<file path="src/rtl/stall_ctrl.sv">
// stall_ctrl: hazard and stall controller for the five-stage pipeline.
//
// Each cycle it decides whether fetch advances, whether F/D holds, and
// whether a bubble enters D/E. Register hazards come from a Tuse/Tnew
// comparison against the instructions in E and M. A busy counter covers
// the multi-cycle multiply/divide window so that HI/LO users in D wait.
//
// Optional feature macro: STALL_CTRL_MD_EN
//   defined   - busy counter, md_busy and the MD stall are built.
//   undefined - no counter, md_busy tied low, MD inputs ignored.
//
// Ports:
//   clk, reset             clock; synchronous active-high reset
//   d_rs_addr, d_rt_addr   source register indices of the D instruction
//   d_rs_tuse, d_rt_tuse   cycles until D needs the source (3 = not read)
//   e_wa, e_tnew           destination / cycles-to-forwardable of E
//   m_wa, m_tnew           destination / cycles-to-forwardable of M
//   d_md_use               D holds a mult/div/HI/LO instruction
//   e_md_start, e_md_div   E starts a multiply (div=0) or divide (div=1)
//   pc_en, fd_en           PC and F/D register enables
//   de_flush               D/E register clears to a nop on the next edge
//   md_busy                multiply/divide unit occupied
module stall_ctrl #(
  parameter int MULT_CYCLES = 5,
  parameter int DIV_CYCLES  = 10
) (
  input  logic       clk,
  input  logic       reset,
  input  logic [4:0] d_rs_addr,
  input  logic [4:0] d_rt_addr,
  input  logic [1:0] d_rs_tuse,
  input  logic [1:0] d_rt_tuse,
  input  logic [4:0] e_wa,
  input  logic [1:0] e_tnew,
  input  logic [4:0] m_wa,
  input  logic [1:0] m_tnew,
  input  logic       d_md_use,
  input  logic       e_md_start,
  input  logic       e_md_div,
  output logic       pc_en,
  output logic       fd_en,
  output logic       de_flush,
  output logic       md_busy
);

  logic stall_rs;
  logic stall_rt;
  logic md_stall;
  logic md_active;
  logic stall;

  // A source stalls when a producer in E or M writes it and its result
  // will not be forwardable before D needs it. $0 and unread sources
  // never stall.
  always_comb begin
    stall_rs = (d_rs_addr != 5'd0) && (d_rs_tuse != 2'd3) &&
               (((e_wa == d_rs_addr) && (e_tnew > d_rs_tuse)) ||
                ((m_wa == d_rs_addr) && (m_tnew > d_rs_tuse)));
    stall_rt = (d_rt_addr != 5'd0) && (d_rt_tuse != 2'd3) &&
               (((e_wa == d_rt_addr) && (e_tnew > d_rt_tuse)) ||
                ((m_wa == d_rt_addr) && (m_tnew > d_rt_tuse)));
  end

`ifdef STALL_CTRL_MD_EN
  localparam int MAX_CYCLES = (MULT_CYCLES > DIV_CYCLES) ? MULT_CYCLES : DIV_CYCLES;
  localparam int CNT_W_RAW  = $clog2(MAX_CYCLES + 1);
  localparam int CNT_W      = (CNT_W_RAW < 4) ? 4 : CNT_W_RAW;

  logic [CNT_W-1:0] cnt;

  // Busy counter: a start is only accepted when idle; a start while the
  // unit is still counting is dropped and the count keeps running down.
  always_ff @(posedge clk) begin
    if (reset) begin
      cnt <= '0;
    end else if (e_md_start && (cnt == '0)) begin
      cnt <= e_md_div ? CNT_W'(DIV_CYCLES) : CNT_W'(MULT_CYCLES);
    end else if (cnt != '0) begin
      cnt <= cnt - CNT_W'(1);
    end
  end

  // The starting instruction itself already blocks a HI/LO user in D,
  // before the counter has been loaded.
  assign md_active = (cnt != '0);
  assign md_stall  = d_md_use && (md_active || e_md_start);
`else
  logic md_inputs_unused;
  localparam int MD_CYCLES_UNUSED = MULT_CYCLES + DIV_CYCLES;

  assign md_inputs_unused = ^{d_md_use, e_md_start, e_md_div};
  assign md_active        = 1'b0;
  assign md_stall         = 1'b0;
`endif

  // While reset is high the hazard logic is masked so the pipeline
  // registers can clear themselves.
  always_comb begin
    stall    = 1'b0;
    pc_en    = 1'b1;
    fd_en    = 1'b1;
    de_flush = 1'b0;
    md_busy  = 1'b0;
    if (!reset) begin
      stall    = stall_rs || stall_rt || md_stall;
      pc_en    = !stall;
      fd_en    = !stall;
      de_flush = stall;
      md_busy  = md_active;
    end
  end

endmodule

</file>
<file path="config.mk">
export PLATFORM = sky130hd
export DESIGN_NAME = stall_ctrl
export DESIGN_NICKNAME = d
export VERILOG_FILES = /design/src/rtl/stall_ctrl.sv
export SDC_FILE = /design/constraint.sdc
export NUM_CORES = 1
export LEC_CHECK = 0
export ABC_AREA = 1
export BUFFER_PORTS_ARGS = -buffer_cell sky130_fd_sc_hd__buf_2
export CAP_MARGIN = 20
export CORE_AREA = 4 4 45 47
export DETAILED_ROUTE_END_ITERATION = 10
export DIE_AREA = 0 0 49 51
export GPL_ROUTABILITY_DRIVEN = 1
export MAX_ROUTING_LAYER = met4
export PLACE_DENSITY = 0.72
export SYNTH_ARGS = -nofsm -noshare
export SYNTH_HDL_FRONTEND = slang
export SYNTH_SLANG_ARGS = --single-unit
</file>
<file path="constraint.sdc">
create_clock -name vclk -period 4.3
set_input_delay 0.645 -clock vclk [all_inputs]
set_output_delay 0.645 -clock vclk [all_outputs]
set_load 0.01 [all_outputs]
</file>
# Yosys cells after proc, flatten, opt, wreduce, memory -nomap -nowiden
# Index checks and enable logic that the tools add are counted.
classes:
  n_lt_le_gt_ge: 4
  n_eq_ne: 6
  muxes: 2
  n_reduce_logical: 14
op_table:
  columns: ["operator", "n"]
  rows:
  - ["$eq A5 B5 Y1", 4]
  - ["$reduce_bool A5 Y1", 2]
  - ["$gt A2 B2 Y1", 4]
  - ["$logic_and A1 B1 Y1", 8]
  - ["$ne A2 B2 Y1 const B", 2]
  - ["$logic_or A1 B1 Y1", 3]
  - ["$mux W1", 2]
  - ["$logic_not A1 Y1", 1]
totals:
  elab_cells: 26
  regBits: 0
  output_inout_bits: 4

# Logic depth before layout (Yosys ltp)
depth:
  depth_word: 7
  depth_mapped: 13

# Worst setup path after synthesis
# No wires, ideal clock.
synth_path:
  path_type: "input to output"
  start: "in d_rs_tuse[1]"
  end: "out pc_en"
  t_arrival_ns: 1.726
  path_stages: 13
  setup_slack_ns: 1.929
  path_cell_list: "inv_1 ha_1 nand2_1 inv_1 nor2_2 nand2_1 nor2_2 nand2_1 nand2_1 nand2_2 nand2_1 nand2_1 buf_4"
synth_via:
  elab_chain_cells: 7
  elab_cells_between_ends: 11
  classes_between: "2 x order compare; 1 x eq/ne; 1 x mux; 7 x reduce/logical"
synth_lines:
  columns: ["element", "line", "rtl"]
  rows:
  - ["start: declaration", "31", "input logic [1:0] d_rs_tuse,"]
  - ["$gt A2 B2 Y1, on equally long branches", "57, 58", null]
  - ["$logic_and A1 B1 Y1, on equally long branches", "57, 58", null]
  - ["$logic_or A1 B1 Y1", "57", "(((e_wa == d_rs_addr) && (e_tnew > d_rs_tuse)) ||"]
  - ["$logic_and A1 B1 Y1 *", "56", "stall_rs = (d_rs_addr != 5'd0) && (d_rs_tuse != 2'd3) &&"]
  - ["$logic_or A1 B1 Y1 *", "105", "stall = stall_rs || stall_rt || md_stall;"]
  - ["$logic_not A1 Y1 *", null, null]
  - ["$mux W1 *", null, null]
  - ["end: declaration", "40", "output logic pc_en,"]
# Every way passes the cells marked *; elsewhere a longest branch is shown, timed or not.

# Worst setup path after layout
layout_path:
  start: "in d_rs_tuse[1]"
  end: "out fd_en"
layout_via:
  elab_chain_cells: 7
  elab_cells_between_ends: 11
  classes_between: "2 x order compare; 1 x eq/ne; 1 x mux; 7 x reduce/logical"
layout_lines:
  columns: ["element", "line", "rtl"]
  rows:
  - ["$gt A2 B2 Y1, on equally long branches", "57, 58", null]
  - ["$logic_and A1 B1 Y1, on equally long branches", "57, 58", null]
  - ["$logic_or A1 B1 Y1", "57", null]
  - ["$logic_and A1 B1 Y1 *", "56", null]
  - ["$logic_or A1 B1 Y1 *", "105", null]
  - ["$logic_not A1 Y1 *", "107", "fd_en = !stall;"]
  - ["$mux W1 *", "104", "if (!reset) begin"]
  - ["end: declaration", "41", "output logic fd_en,"]
# Marked as above.

==> out/results.ini <==
[sta]
tns_ns = 0
post-route-min-period_ns = 2.49
rsz0062_at_grt = false
fmax_mhz = 401
drv_slew = 0
setup_viol = 0
post-route-period-util = 0.579
hold_viol_final = 0

[worst_setup_path]
worstPathArrival_ns = 1.85
required_ns = 3.65
startpoint = d_rs_tuse[1]
worstPathMaxFanout = 2
crit_end = fd_en
start_kind = input pin
criticalPathCategory = in2out
end_kind = primary output

[synthesis]
syn_avg_cell_area_um2 = 4.84
synth_area_um2 = 624
synth_area_leader_cell = nand2_1
synth.distinct_cells = 17
synth_area_leaders = nand2_1 29%, ha_1 16%, inv_1 14%
synth_fp_nets = 170
ys_warn_count = 0
syn_inst = 129
synth.top_cell.area_share = 0.289
yosysSeqAreaShare = 0

[final_layout]
nets = 202
nClkBuffers = 0
seq_cell_count = 0
antenna_cells = 0
regArea_um2 = 0
syn2layout_area_growth_pct = 26.7
post_route_cells_drive_above_1_share = 0.258
layout_common_cells = 48 x nand2_1, 32 x buf_2, 23 x inv_1
layout_commonest_cell = nand2_1
instances_no_fill = 176

[die]
start_util = 0.378
fp.dieW_um = 49
die-area_mm2 = 0.00250
io-pin-count = 37
die_h_um = 51
num_rows = 15
fp.coreArea_mm2 = 0.00165

[run]
maxCapViolations = 0

[pwr]
p_sw_uw = 38.8
vdd_ir_drop_max_mv = 0.0303
p_per_area_mw_per_mm2 = 87.6
pwr-share-clk = 0
leakage_uw = 0.000539
intPower_uw = 30.5
pwr-share-comb = 1.000
pwr-share-seq = 0
p_sw_frac = 0.560

[route]
vias_per_cell = 4.53
wirelength_um = 1540
drtIter0Drc = 13
drc = 0
routed-via-count = 798
post_drt_wl_per_cell_um = 8.73
ant_nets = 0
drtPass1Iterations = 4

[global_routing]
grt-ovfl-total = 0
track_usage = 0.125
antenna_found_initial = 0
grt_first_pass_wirelength_um = 2580
first_global_vias = 709
grt_max_degree = 6

[clocking]
postCtsSetupRepairBufs = 0
cts_resized = 0
cts_hold_buf = 0

[place]
portBuffers = 32
gp_congestion = 0.810
dp_hpwl_um = 1440
placed_cells = 176

[run_status]
status = complete, no violations

[hold_path]
hp-class = in2out

==> worst max-delay path, stage by stage <==
cell and delay [ns]:
buf_2 0.09, inv_1 0.05, ha_1 0.31, nand2_1 0.07, inv_1 0.05, nor2_2 0.09, nand2_1 0.06, nor2_2 0.07
nand2_1 0.05, nand2_1 0.06, nand2_2 0.06, nand2_1 0.05, nand2_1 0.05, buf_2 0.14
==> cell families after synthesis <==
group                    after synthesis  synth area share
AND/OR/NAND/NOR                       76             0.495
AO/OA/AOI/OAI                          8            0.0701
adder cells (fa/ha/maj)                8             0.160
XOR/XNOR                               5            0.0702
other                                  1           0.00601
buffers and inverters                 31             0.198
==> power groups by stage <==
| stage | Combinational (uW) | Clock [uW] | Sequential, uW |
|---|---|---|---|
| 5_1_grt | 81.7 | 0 | 0 |
| 3_5_place_dp | 69.9 | 0 | 0 |
| 3_3_place_gp | 68.3 | 0 | 0 |
| 4_1_cts | 70.4 | 0 | 0 |
| 6_report | 69.3 | 0 | 0 |
| 2_1_floorplan | 42.4 | 0 | 0 |
==> area by class of cell <==
cell class,count,area (um^2)
fillers,197,861
multi-input cells,98,500
repair buffers,32,160
inverters,29,109
well taps,17,21.3
==> through the flow <==
stage	hold slack, ns	total power [uW]	worst slack, ns	area (um^2)	util
after global placement	1.53	68.3	1.83	791	0.479
after floorplan	1.32	42.4	1.93	624	-
after CTS	1.54	70.4	1.79	791	0.479
final	1.54	69.3	1.81	791	0.479
after detailed placement	1.54	69.9	1.80	791	0.479
after global routing	1.56	81.7	1.63	791	0.479
==> cell usage after synthesis, drive strengths merged <==
master / count
nand3: 9
inv: 27
buf: 2
xnor2: 2
nand2: 49
nor2: 18
ha: 8
a21oi: 5
xor2: 3
clkinv: 2
o21ai: 3
conb: 1
==> metal layers <==
metal,track usage,part of all wire
met5,-,0
met3,0.00875,0.064
met1,0.148,0.44
met4,0,0
met2,0.243,0.49
==> worst min path at each step <==
stage / from / to / cells after the start
after global placement: reset / de_flush / 3
after floorplan: reset / de_flush / 1
after global routing: reset / de_flush / 3
after CTS: reset / de_flush / 3
final: reset / de_flush / 3
after detailed placement: reset / de_flush / 3
Power figures use the tool's default switching activity.
